[src/rtl/decode_pkg.sv]
// Shared definitions for the ID-stage decode queue: control bundle layout,
// RV32I opcode constants and the field codes carried in the bundle.
package decode_pkg;

  localparam int CTRL_W = 26;

  // Bit offsets of each bundle field, MSB first.
  localparam int JAL_BIT      = 25;
  localparam int JALR_BIT     = 24;
  localparam int REGWRITE_LSB = 21;
  localparam int MEMTOREG_BIT = 20;
  localparam int MEMWRITE_LSB = 16;
  localparam int LOADNPC_BIT  = 15;
  localparam int REGREAD_LSB  = 13;
  localparam int BRANCH_LSB   = 10;
  localparam int ALU_LSB      = 6;
  localparam int ALUSRC1_BIT  = 5;
  localparam int ALUSRC2_LSB  = 3;
  localparam int IMM_LSB      = 0;

  typedef struct packed {
    logic       jal;
    logic       jalr;
    logic [2:0] reg_write;
    logic       mem_to_reg;
    logic [3:0] mem_write;
    logic       load_npc;
    logic [1:0] reg_read;
    logic [2:0] branch_type;
    logic [3:0] alu_ctrl;
    logic       alu_src1;
    logic [1:0] alu_src2;
    logic [2:0] imm_type;
  } ctrl_t;

  // Opcodes
  localparam logic [6:0] OP_LUI    = 7'b0110111;
  localparam logic [6:0] OP_AUIPC  = 7'b0010111;
  localparam logic [6:0] OP_JAL    = 7'b1101111;
  localparam logic [6:0] OP_JALR   = 7'b1100111;
  localparam logic [6:0] OP_BRANCH = 7'b1100011;
  localparam logic [6:0] OP_LOAD   = 7'b0000011;
  localparam logic [6:0] OP_STORE  = 7'b0100011;
  localparam logic [6:0] OP_IMM    = 7'b0010011;
  localparam logic [6:0] OP_REG    = 7'b0110011;

  // AluContrl codes
  localparam logic [3:0] ALU_SLL  = 4'd0;
  localparam logic [3:0] ALU_SRL  = 4'd1;
  localparam logic [3:0] ALU_SRA  = 4'd2;
  localparam logic [3:0] ALU_ADD  = 4'd3;
  localparam logic [3:0] ALU_SUB  = 4'd4;
  localparam logic [3:0] ALU_XOR  = 4'd5;
  localparam logic [3:0] ALU_OR   = 4'd6;
  localparam logic [3:0] ALU_AND  = 4'd7;
  localparam logic [3:0] ALU_SLT  = 4'd8;
  localparam logic [3:0] ALU_SLTU = 4'd9;
  localparam logic [3:0] ALU_LUI  = 4'd10;

  // BranchType codes
  localparam logic [2:0] BR_NONE = 3'd0;
  localparam logic [2:0] BR_BEQ  = 3'd1;
  localparam logic [2:0] BR_BNE  = 3'd2;
  localparam logic [2:0] BR_BLT  = 3'd3;
  localparam logic [2:0] BR_BLTU = 3'd4;
  localparam logic [2:0] BR_BGE  = 3'd5;
  localparam logic [2:0] BR_BGEU = 3'd6;

  // RegWrite codes (load width / writeback enable)
  localparam logic [2:0] RW_NONE = 3'd0;
  localparam logic [2:0] RW_LB   = 3'd1;
  localparam logic [2:0] RW_LH   = 3'd2;
  localparam logic [2:0] RW_LW   = 3'd3;
  localparam logic [2:0] RW_LBU  = 3'd4;
  localparam logic [2:0] RW_LHU  = 3'd5;

  // ImmType codes
  localparam logic [2:0] IMM_R = 3'd0;
  localparam logic [2:0] IMM_I = 3'd1;
  localparam logic [2:0] IMM_S = 3'd2;
  localparam logic [2:0] IMM_B = 3'd3;
  localparam logic [2:0] IMM_U = 3'd4;
  localparam logic [2:0] IMM_J = 3'd5;

  // AluSrc2 select: register, rs2 field as shamt, immediate
  localparam logic [1:0] SRC2_REG   = 2'b00;
  localparam logic [1:0] SRC2_SHAMT = 2'b01;
  localparam logic [1:0] SRC2_IMM   = 2'b10;

  // Bundle that cannot write, branch, jump or read registers.
  localparam ctrl_t CTRL_NOP = '0;

endpackage

[src/rtl/rv32_decode.sv]
// Combinational RV32I decoder: instruction -> control bundle, register
// indices, illegal flag. M-extension decode is built only when
// DECODE_RV32M_EN is defined; otherwise funct7=0x01 is illegal.
module rv32_decode
  import decode_pkg::*;
(
  input  logic [31:0]       instr,
  output logic [CTRL_W-1:0] ctrl,
  output logic [4:0]        rd,
  output logic [4:0]        rs1,
  output logic [4:0]        rs2,
  output logic              illegal,
  output logic              md_valid,
  output logic [2:0]        md_op
);

  logic [6:0] opcode;
  logic [2:0] funct3;
  logic [6:0] funct7;
  ctrl_t      c;
  logic       ill;

  assign opcode = instr[6:0];
  assign rd     = instr[11:7];
  assign funct3 = instr[14:12];
  assign rs1    = instr[19:15];
  assign rs2    = instr[24:20];
  assign funct7 = instr[31:25];

`ifdef DECODE_RV32M_EN
  logic md;
`endif

  // Opcode/funct decode; any illegal encoding collapses to the NOP bundle.
  always_comb begin
    c          = CTRL_NOP;
    c.alu_ctrl = ALU_ADD;
    ill        = 1'b0;
`ifdef DECODE_RV32M_EN
    md         = 1'b0;
`endif
    case (opcode)
      OP_LUI: begin
        c.reg_write = RW_LW; c.imm_type = IMM_U; c.alu_src2 = SRC2_IMM; c.alu_ctrl = ALU_LUI;
      end
      OP_AUIPC: begin
        c.reg_write = RW_LW; c.imm_type = IMM_U; c.alu_src1 = 1'b1; c.alu_src2 = SRC2_IMM;
      end
      OP_JAL: begin
        c.jal = 1'b1; c.reg_write = RW_LW; c.load_npc = 1'b1; c.imm_type = IMM_J;
      end
      OP_JALR: begin
        c.jalr = 1'b1; c.reg_write = RW_LW; c.load_npc = 1'b1; c.imm_type = IMM_I;
        c.alu_src2 = SRC2_IMM; c.reg_read = 2'b10;
        if (funct3 != 3'b000) ill = 1'b1;
      end
      OP_BRANCH: begin
        c.reg_read = 2'b11; c.imm_type = IMM_B;
        case (funct3)
          3'b000:  c.branch_type = BR_BEQ;
          3'b001:  c.branch_type = BR_BNE;
          3'b100:  c.branch_type = BR_BLT;
          3'b101:  c.branch_type = BR_BGE;
          3'b110:  c.branch_type = BR_BLTU;
          3'b111:  c.branch_type = BR_BGEU;
          default: ill = 1'b1;
        endcase
      end
      OP_LOAD: begin
        c.mem_to_reg = 1'b1; c.imm_type = IMM_I; c.alu_src2 = SRC2_IMM; c.reg_read = 2'b10;
        case (funct3)
          3'b000:  c.reg_write = RW_LB;
          3'b001:  c.reg_write = RW_LH;
          3'b010:  c.reg_write = RW_LW;
          3'b100:  c.reg_write = RW_LBU;
          3'b101:  c.reg_write = RW_LHU;
          default: ill = 1'b1;
        endcase
      end
      OP_STORE: begin
        c.imm_type = IMM_S; c.alu_src2 = SRC2_IMM; c.reg_read = 2'b11;
        case (funct3)
          3'b000:  c.mem_write = 4'b0001;
          3'b001:  c.mem_write = 4'b0011;
          3'b010:  c.mem_write = 4'b1111;
          default: ill = 1'b1;
        endcase
      end
      OP_IMM: begin
        c.reg_write = RW_LW; c.imm_type = IMM_I; c.alu_src2 = SRC2_IMM; c.reg_read = 2'b10;
        case (funct3)
          3'b000: c.alu_ctrl = ALU_ADD;
          3'b010: c.alu_ctrl = ALU_SLT;
          3'b011: c.alu_ctrl = ALU_SLTU;
          3'b100: c.alu_ctrl = ALU_XOR;
          3'b110: c.alu_ctrl = ALU_OR;
          3'b001: begin
            c.alu_ctrl = ALU_SLL; c.alu_src2 = SRC2_SHAMT;
            if (funct7 != 7'h00) ill = 1'b1;
          end
          3'b101: begin
            c.alu_src2 = SRC2_SHAMT;
            if (funct7 == 7'h00)      c.alu_ctrl = ALU_SRL;
            else if (funct7 == 7'h20) c.alu_ctrl = ALU_SRA;
            else                      ill = 1'b1;
          end
          default: c.alu_ctrl = ALU_AND;
        endcase
      end
      OP_REG: begin
        c.reg_write = RW_LW; c.imm_type = IMM_R; c.alu_src2 = SRC2_REG; c.reg_read = 2'b11;
        case (funct7)
          7'h00: begin
            case (funct3)
              3'b000:  c.alu_ctrl = ALU_ADD;
              3'b001:  c.alu_ctrl = ALU_SLL;
              3'b010:  c.alu_ctrl = ALU_SLT;
              3'b011:  c.alu_ctrl = ALU_SLTU;
              3'b100:  c.alu_ctrl = ALU_XOR;
              3'b101:  c.alu_ctrl = ALU_SRL;
              3'b110:  c.alu_ctrl = ALU_OR;
              default: c.alu_ctrl = ALU_AND;
            endcase
          end
          7'h20: begin
            if (funct3 == 3'b000)      c.alu_ctrl = ALU_SUB;
            else if (funct3 == 3'b101) c.alu_ctrl = ALU_SRA;
            else                       ill = 1'b1;
          end
`ifdef DECODE_RV32M_EN
          // EX routes to the multiplier/divider; AluContrl stays ADD.
          7'h01: md = 1'b1;
`endif
          default: ill = 1'b1;
        endcase
      end
      default: ill = 1'b1;
    endcase
    if (ill) c = CTRL_NOP;
  end

  assign ctrl    = c;
  assign illegal = ill;

`ifdef DECODE_RV32M_EN
  assign md_valid = md;
  assign md_op    = md ? funct3 : 3'b000;
`else
  assign md_valid = 1'b0;
  assign md_op    = 3'b000;
`endif

endmodule

[src/rtl/decode_ctrl_queue.sv]
// Registered ID-stage decoder: decodes each accepted instruction and buffers
// the result in a DEPTH-entry FIFO between IF/ID and ID/EX. Tracks the PC of
// the first dequeued illegal instruction and a saturating count of dequeued
// legal instructions. Optional M-extension decode: define DECODE_RV32M_EN.
//
// Handshake: a transfer happens on a rising edge where valid & ready are both
// high (and flush is low); valid must not depend on ready, in_ready depends
// only on occupancy, and there is no combinational path from input to output.
module decode_ctrl_queue
  import decode_pkg::*;
#(
  parameter int PC_W  = 32,
  parameter int DEPTH = 2,
  parameter int CNT_W = 16
) (
  input  logic              CPU_CLK,
  input  logic              CPU_RST,
  input  logic              in_valid,
  output logic              in_ready,
  input  logic [31:0]       in_instr,
  input  logic [PC_W-1:0]   in_pc,
  input  logic              flush,
  output logic              out_valid,
  input  logic              out_ready,
  output logic [CTRL_W-1:0] out_ctrl,
  output logic [4:0]        out_rd,
  output logic [4:0]        out_rs1,
  output logic [4:0]        out_rs2,
  output logic [PC_W-1:0]   out_pc,
  output logic              out_illegal,
  output logic              out_md_valid,
  output logic [2:0]        out_md_op,
  output logic              illegal_seen,
  output logic [PC_W-1:0]   illegal_pc,
  input  logic              clr_illegal,
  output logic [CNT_W-1:0]  dec_count
);

  localparam int PTR_W   = $clog2(DEPTH);
  localparam int OCC_W   = PTR_W + 1;
  localparam int ENTRY_W = CTRL_W + 15 + PC_W + 5;
  localparam logic [OCC_W-1:0] FULL = OCC_W'(DEPTH);

  logic [CTRL_W-1:0]  dec_ctrl;
  logic [4:0]         dec_rd, dec_rs1, dec_rs2;
  logic               dec_illegal, dec_md_valid;
  logic [2:0]         dec_md_op;
  logic [ENTRY_W-1:0] wr_entry, head;

  logic [ENTRY_W-1:0] mem_q [DEPTH];
  logic [ENTRY_W-1:0] mem_d [DEPTH];
  logic [PTR_W-1:0]   wr_ptr_q, wr_ptr_d, rd_ptr_q, rd_ptr_d;
  logic [OCC_W-1:0]   count_q, count_d;
  logic               illegal_seen_q, illegal_seen_d;
  logic [PC_W-1:0]    illegal_pc_q, illegal_pc_d;
  logic [CNT_W-1:0]   dec_count_q, dec_count_d;
  logic               push, pop;

  rv32_decode u_decode (
    .instr    (in_instr),
    .ctrl     (dec_ctrl),
    .rd       (dec_rd),
    .rs1      (dec_rs1),
    .rs2      (dec_rs2),
    .illegal  (dec_illegal),
    .md_valid (dec_md_valid),
    .md_op    (dec_md_op)
  );

  assign wr_entry = {dec_ctrl, dec_rd, dec_rs1, dec_rs2, in_pc, dec_illegal, dec_md_valid, dec_md_op};
  assign head     = mem_q[rd_ptr_q];
  assign {out_ctrl, out_rd, out_rs1, out_rs2, out_pc, out_illegal, out_md_valid, out_md_op} = head;

  assign in_ready  = (count_q != FULL);
  assign out_valid = (count_q != '0);
  assign push      = in_valid & in_ready & ~flush;
  assign pop       = out_valid & out_ready & ~flush;

  // Storage write at the write pointer.
  always_comb begin
    mem_d = mem_q;
    if (push) mem_d[wr_ptr_q] = wr_entry;
  end

  // Pointer and occupancy update; flush empties the queue and wins over both sides.
  always_comb begin
    wr_ptr_d = wr_ptr_q;
    rd_ptr_d = rd_ptr_q;
    count_d  = count_q;
    if (flush) begin
      wr_ptr_d = '0;
      rd_ptr_d = '0;
      count_d  = '0;
    end else begin
      if (push) wr_ptr_d = wr_ptr_q + PTR_W'(1);
      if (pop)  rd_ptr_d = rd_ptr_q + PTR_W'(1);
      if (push && !pop)      count_d = count_q + OCC_W'(1);
      else if (pop && !push) count_d = count_q - OCC_W'(1);
    end
  end

  // First-illegal capture (clear wins over capture) and saturating legal count.
  always_comb begin
    illegal_seen_d = illegal_seen_q;
    illegal_pc_d   = illegal_pc_q;
    dec_count_d    = dec_count_q;
    if (clr_illegal) begin
      illegal_seen_d = 1'b0;
      illegal_pc_d   = '0;
    end else if (pop && out_illegal && !illegal_seen_q) begin
      illegal_seen_d = 1'b1;
      illegal_pc_d   = out_pc;
    end
    if (pop && !out_illegal && (dec_count_q != '1)) dec_count_d = dec_count_q + CNT_W'(1);
  end

  // Entry storage needs no reset: out_valid masks stale contents.
  always_ff @(posedge CPU_CLK) begin
    mem_q <= mem_d;
  end

  // Control state with synchronous reset.
  always_ff @(posedge CPU_CLK) begin
    if (CPU_RST) begin
      wr_ptr_q       <= '0;
      rd_ptr_q       <= '0;
      count_q        <= '0;
      illegal_seen_q <= 1'b0;
      illegal_pc_q   <= '0;
      dec_count_q    <= '0;
    end else begin
      wr_ptr_q       <= wr_ptr_d;
      rd_ptr_q       <= rd_ptr_d;
      count_q        <= count_d;
      illegal_seen_q <= illegal_seen_d;
      illegal_pc_q   <= illegal_pc_d;
      dec_count_q    <= dec_count_d;
    end
  end

  assign illegal_seen = illegal_seen_q;
  assign illegal_pc   = illegal_pc_q;
  assign dec_count    = dec_count_q;

endmodule
[config.mk]
export PLATFORM = sky130hd
export DESIGN_NAME = decode_ctrl_queue
export DESIGN_NICKNAME = d
export VERILOG_FILES = /design/src/rtl/decode_pkg.sv /design/src/rtl/rv32_decode.sv /design/src/rtl/decode_ctrl_queue.sv
export SDC_FILE = /design/constraint.sdc
export NUM_CORES = 1
export LEC_CHECK = 0
export ABC_AREA = 0
export CORE_AREA = 2 2 110 155
export CTS_BUF_LIST = sky130_fd_sc_hd__clkbuf_4
export DETAILED_ROUTE_END_ITERATION = 7
export DIE_AREA = 0 0 112 157
export GPL_ROUTABILITY_DRIVEN = 0
export PLACE_DENSITY = 0.87
export SKIP_CTS_REPAIR_TIMING = 1
export SLEW_MARGIN = 20
export SYNTH_ARGS = -nofsm -noshare
export SYNTH_HDL_FRONTEND = slang
export SYNTH_SLANG_ARGS = --single-unit
export TNS_END_PERCENT = 20
[constraint.sdc]
create_clock -name CPU_CLK -period 6.2 [get_ports CPU_CLK]
set_clock_uncertainty 0.2 [all_clocks]
set_input_delay 0.62 -clock CPU_CLK [delete_from_list [all_inputs] [get_ports CPU_CLK]]
set_output_delay 0.62 -clock CPU_CLK [all_outputs]
set_load 0.005 [all_outputs]
==> metrics.yaml <==
synth_cells: 562
synth_top_area_share_pct: 54.0
synthXorXnorAreaFrac_pct: 2.16
critical_path.max_fanout: 74
num_io_pins: 199
grt_remaining_overflow: 0
grt_max_degree: 75
cp_top_family: "flip-flops"
finalSetupViolCount: 0
outcome: "completed"
cts_made_buffers: 17
dieHeight_um: 157
synth-simple-area-share_pct: 10.7
antenna_found_initial: 1
stdcell_count: 963
postSynthAreaPerCell_um2: 14.4
hp-class: "flop to flop"
p_leak_nw: 3.38
fin_crit_ns: 3.50
synth-main-ff-cell: "edfxtp_1"
drt-initial-drc-count: 412
use_met2_pct: 36.6
path_clk_slew_ns: 0.18
path_buf_inv: 2
worst-r2r-cell-count: 5
cts.sinks: 199
synthArstFlopShare_pct: 0
tightest_slew_ns: 1.02
hold_violations: 0
coreArea_um2: 16100
clk_latency_ns: 0.55
crit_path_start_kind: "flop"
root_buffer: "clkbuf_4"
dieArea_um2: 17600
wl_per_cell_um: 18.2
cp.required_ns: 5.38
use_met1_pct: 21.9
fp.dieW_um: 112
crit_arrival_ns: 2.68
cp_slowest_cell: "dfxtp_4"
synthAdderAreaFrac_pct: 0.308
critical_path_class: "flop to output port"
fin_total_pwr_mw: 2.39
grt_pass1_wl_um: 27000
dp_cells: 929
synth_cell_types: 57
initial_core_util_pct: 50.4
met3_usage_pct: 2.81
grt_usage_pct: 19.5
cts_tree: "done"
maxCapViolCount: 0
hpwlAfterDp_um: 12300
slowest_delay_ns: 1.02
synthTopCellsByArea: "edfxtp_1 (54%), dfxtp_1 (13%), mux2_2 (10%)"
drive_gt1_share_pct: 16.6
io_buffers: 194
worstPathCellList: "mux2i_2 > inv_1 > clkdlybuf4s50_1"
min_period_over_period_pct: 56.4
setup-tns-final_ns: 0
rsz0062_at_grt: "no"
holdPathStages: 2
clockBufferDepth: 2
endpoint_kind: "output port"
vias: 5219
syn_area_um2: 8120
synth_compound_area_share_pct: 2.84
powerDensity_nw_per_um2: 228
max_slew_margin_pct: 32.3
yosysSeqAreaShare_pct: 67.1
drt-pass1-iter-count: 5
wirelength_um: 17500
peakVddDrop_uv: 149
fmax_mhz: 286
gr-max-usage-layer: "met2"
yosysTopAreaCell: "edfxtp_1"
synth_top_family_by_area: "multiplexers"
area_growth_pct: 29.3
slew_viol_final: 0
htree_num_levels: 4
yosysWarnings: 0
synthMuxAreaShare_pct: 14.2
ant_nets: 0
nNetsFinal: 822
synth_edf_count: 146
worst_hold_slack_ns: 0.322
viasPerCell: 5.42
num_rows: 55
fillers: 1137
drcViolationCount: 0
fin_util_pct: 65.2
grt_pass1_vias: 5311
worst-path-stages: 3
synth-seq-cells: 199
[worst min-delay path: cells and delay by family, from the launching register on]
kind          cells  cell delay (ns)
flops             1             0.37
simple gates      1             0.07
mux               1             0.07
[metrics by stage]
step	setup slack (ns)	instance area (um2)
6_report	2.70	10500
3_3_place_gp	2.68	10200
2_1_floorplan	1.35	8130
5_1_grt	2.48	10500
4_1_cts	2.57	10500
3_5_place_dp	2.59	10200
[cell usage in the layout (no fill, tap or decap), types with 3 or more instances in the layout]
| cell type | instances |
|---|---|
| a21oi_1 | 6 |
| a31oi_1 | 3 |
| and3_1 | 4 |
| buf_4 | 3 |
| clkbuf_4 | 17 |
| clkdlybuf4s50_1 | 194 |
| conb_1 | 4 |
| dfxtp_1 | 52 |
| edfxtp_1 | 146 |
| inv_1 | 5 |
| inv_12 | 4 |
| inv_8 | 6 |
| mux2_2 | 72 |
| mux2i_1 | 33 |
| nand2_1 | 14 |
| nand2b_1 | 7 |
| nand3_1 | 9 |
| nand3b_1 | 3 |
| nand4_1 | 5 |
| nor2_1 | 65 |
| nor2b_1 | 5 |
| nor3_1 | 17 |
| nor3_2 | 3 |
| nor4_1 | 11 |
| o21ai_0 | 5 |
| or2_2 | 4 |
| xnor2_1 | 18 |
[per-layer routing]
layer / wire [um] / up-vias
met5: 0 / -
met4: 591 / 0
met3: 772 / 42
met2: 9710 / 217
met1: 6470 / 2508
li1: - / 2452
[report_power, final]
group | internal, mW | switching, mW
Combinational | 0.121 | 0.0893
Clock | 0.204 | 0.511
Sequential | 1.45 | 0.0114
Total | 1.78 | 0.612
[worst paths after layout]
check                         startpoint                          end  slack (ns)
max                rd_ptr_q$_SDFFE_PP0P_                  out_illegal        2.70
max reg2reg        rd_ptr_q$_SDFFE_PP0P_   dec_count[13]$_SDFFE_PP0P_        3.43
min reg2reg  illegal_pc[24]$_SDFFE_PP0P_  illegal_pc[24]$_SDFFE_PP0P_        0.32
min          illegal_pc[24]$_SDFFE_PP0P_  illegal_pc[24]$_SDFFE_PP0P_        0.32
[cell usage after synthesis, types with 3 or more instances]
master	instances
nand3b_1	3
buf_6	6
or2_2	4
nand4_1	5
nor2_1	65
buf_2	10
buf_4	5
nor2b_1	6
a21oi_1	6
nor3_2	3
nor4_1	11
a31oi_1	3
mux2_2	72
clkbuf_1	9
nand2b_1	7
nand3_1	9
dfxtp_1	53
mux2i_1	33
and3_1	4
o21ai_0	5
nor3_1	17
inv_1	5
nand2_1	14
edfxtp_1	146
xnor2_1	18
[cells by family (layout without fill, tap and decap cells)]
family	after synthesis	after routing
adders and majority gates	2	2
and+or+nand+nor	165	165
buffers and inverters	37	235
DFF	199	199
other	1	5
xor gates and xnor gates	20	20
muxes	106	106
AOI/OAI and AO/OA	32	32
[sequential cells by signal (all words and copies together) (netlist names)]
signal / count
count_q: 2
wr_ptr_q: 1
illegal_pc: 32
illegal_seen: 1
mem_q: 146
dec_count: 16
rd_ptr_q: 1
[cell type report]
type,count,area [um2],share of cell area [%]
Inverter,5,18.8,0.179
Clock inverter,15,184,1.75
Tap cell,199,249,2.37
Sequential cell,199,5450,51.9
Timing Repair Buffer,198,1980,18.9
Clock buffer,17,128,1.22
Multi-Input combinational cell,329,2480,23.6
Antenna cell,1,2.50,0.0238
No activity file was read; power rests on OpenSTA's default activity.
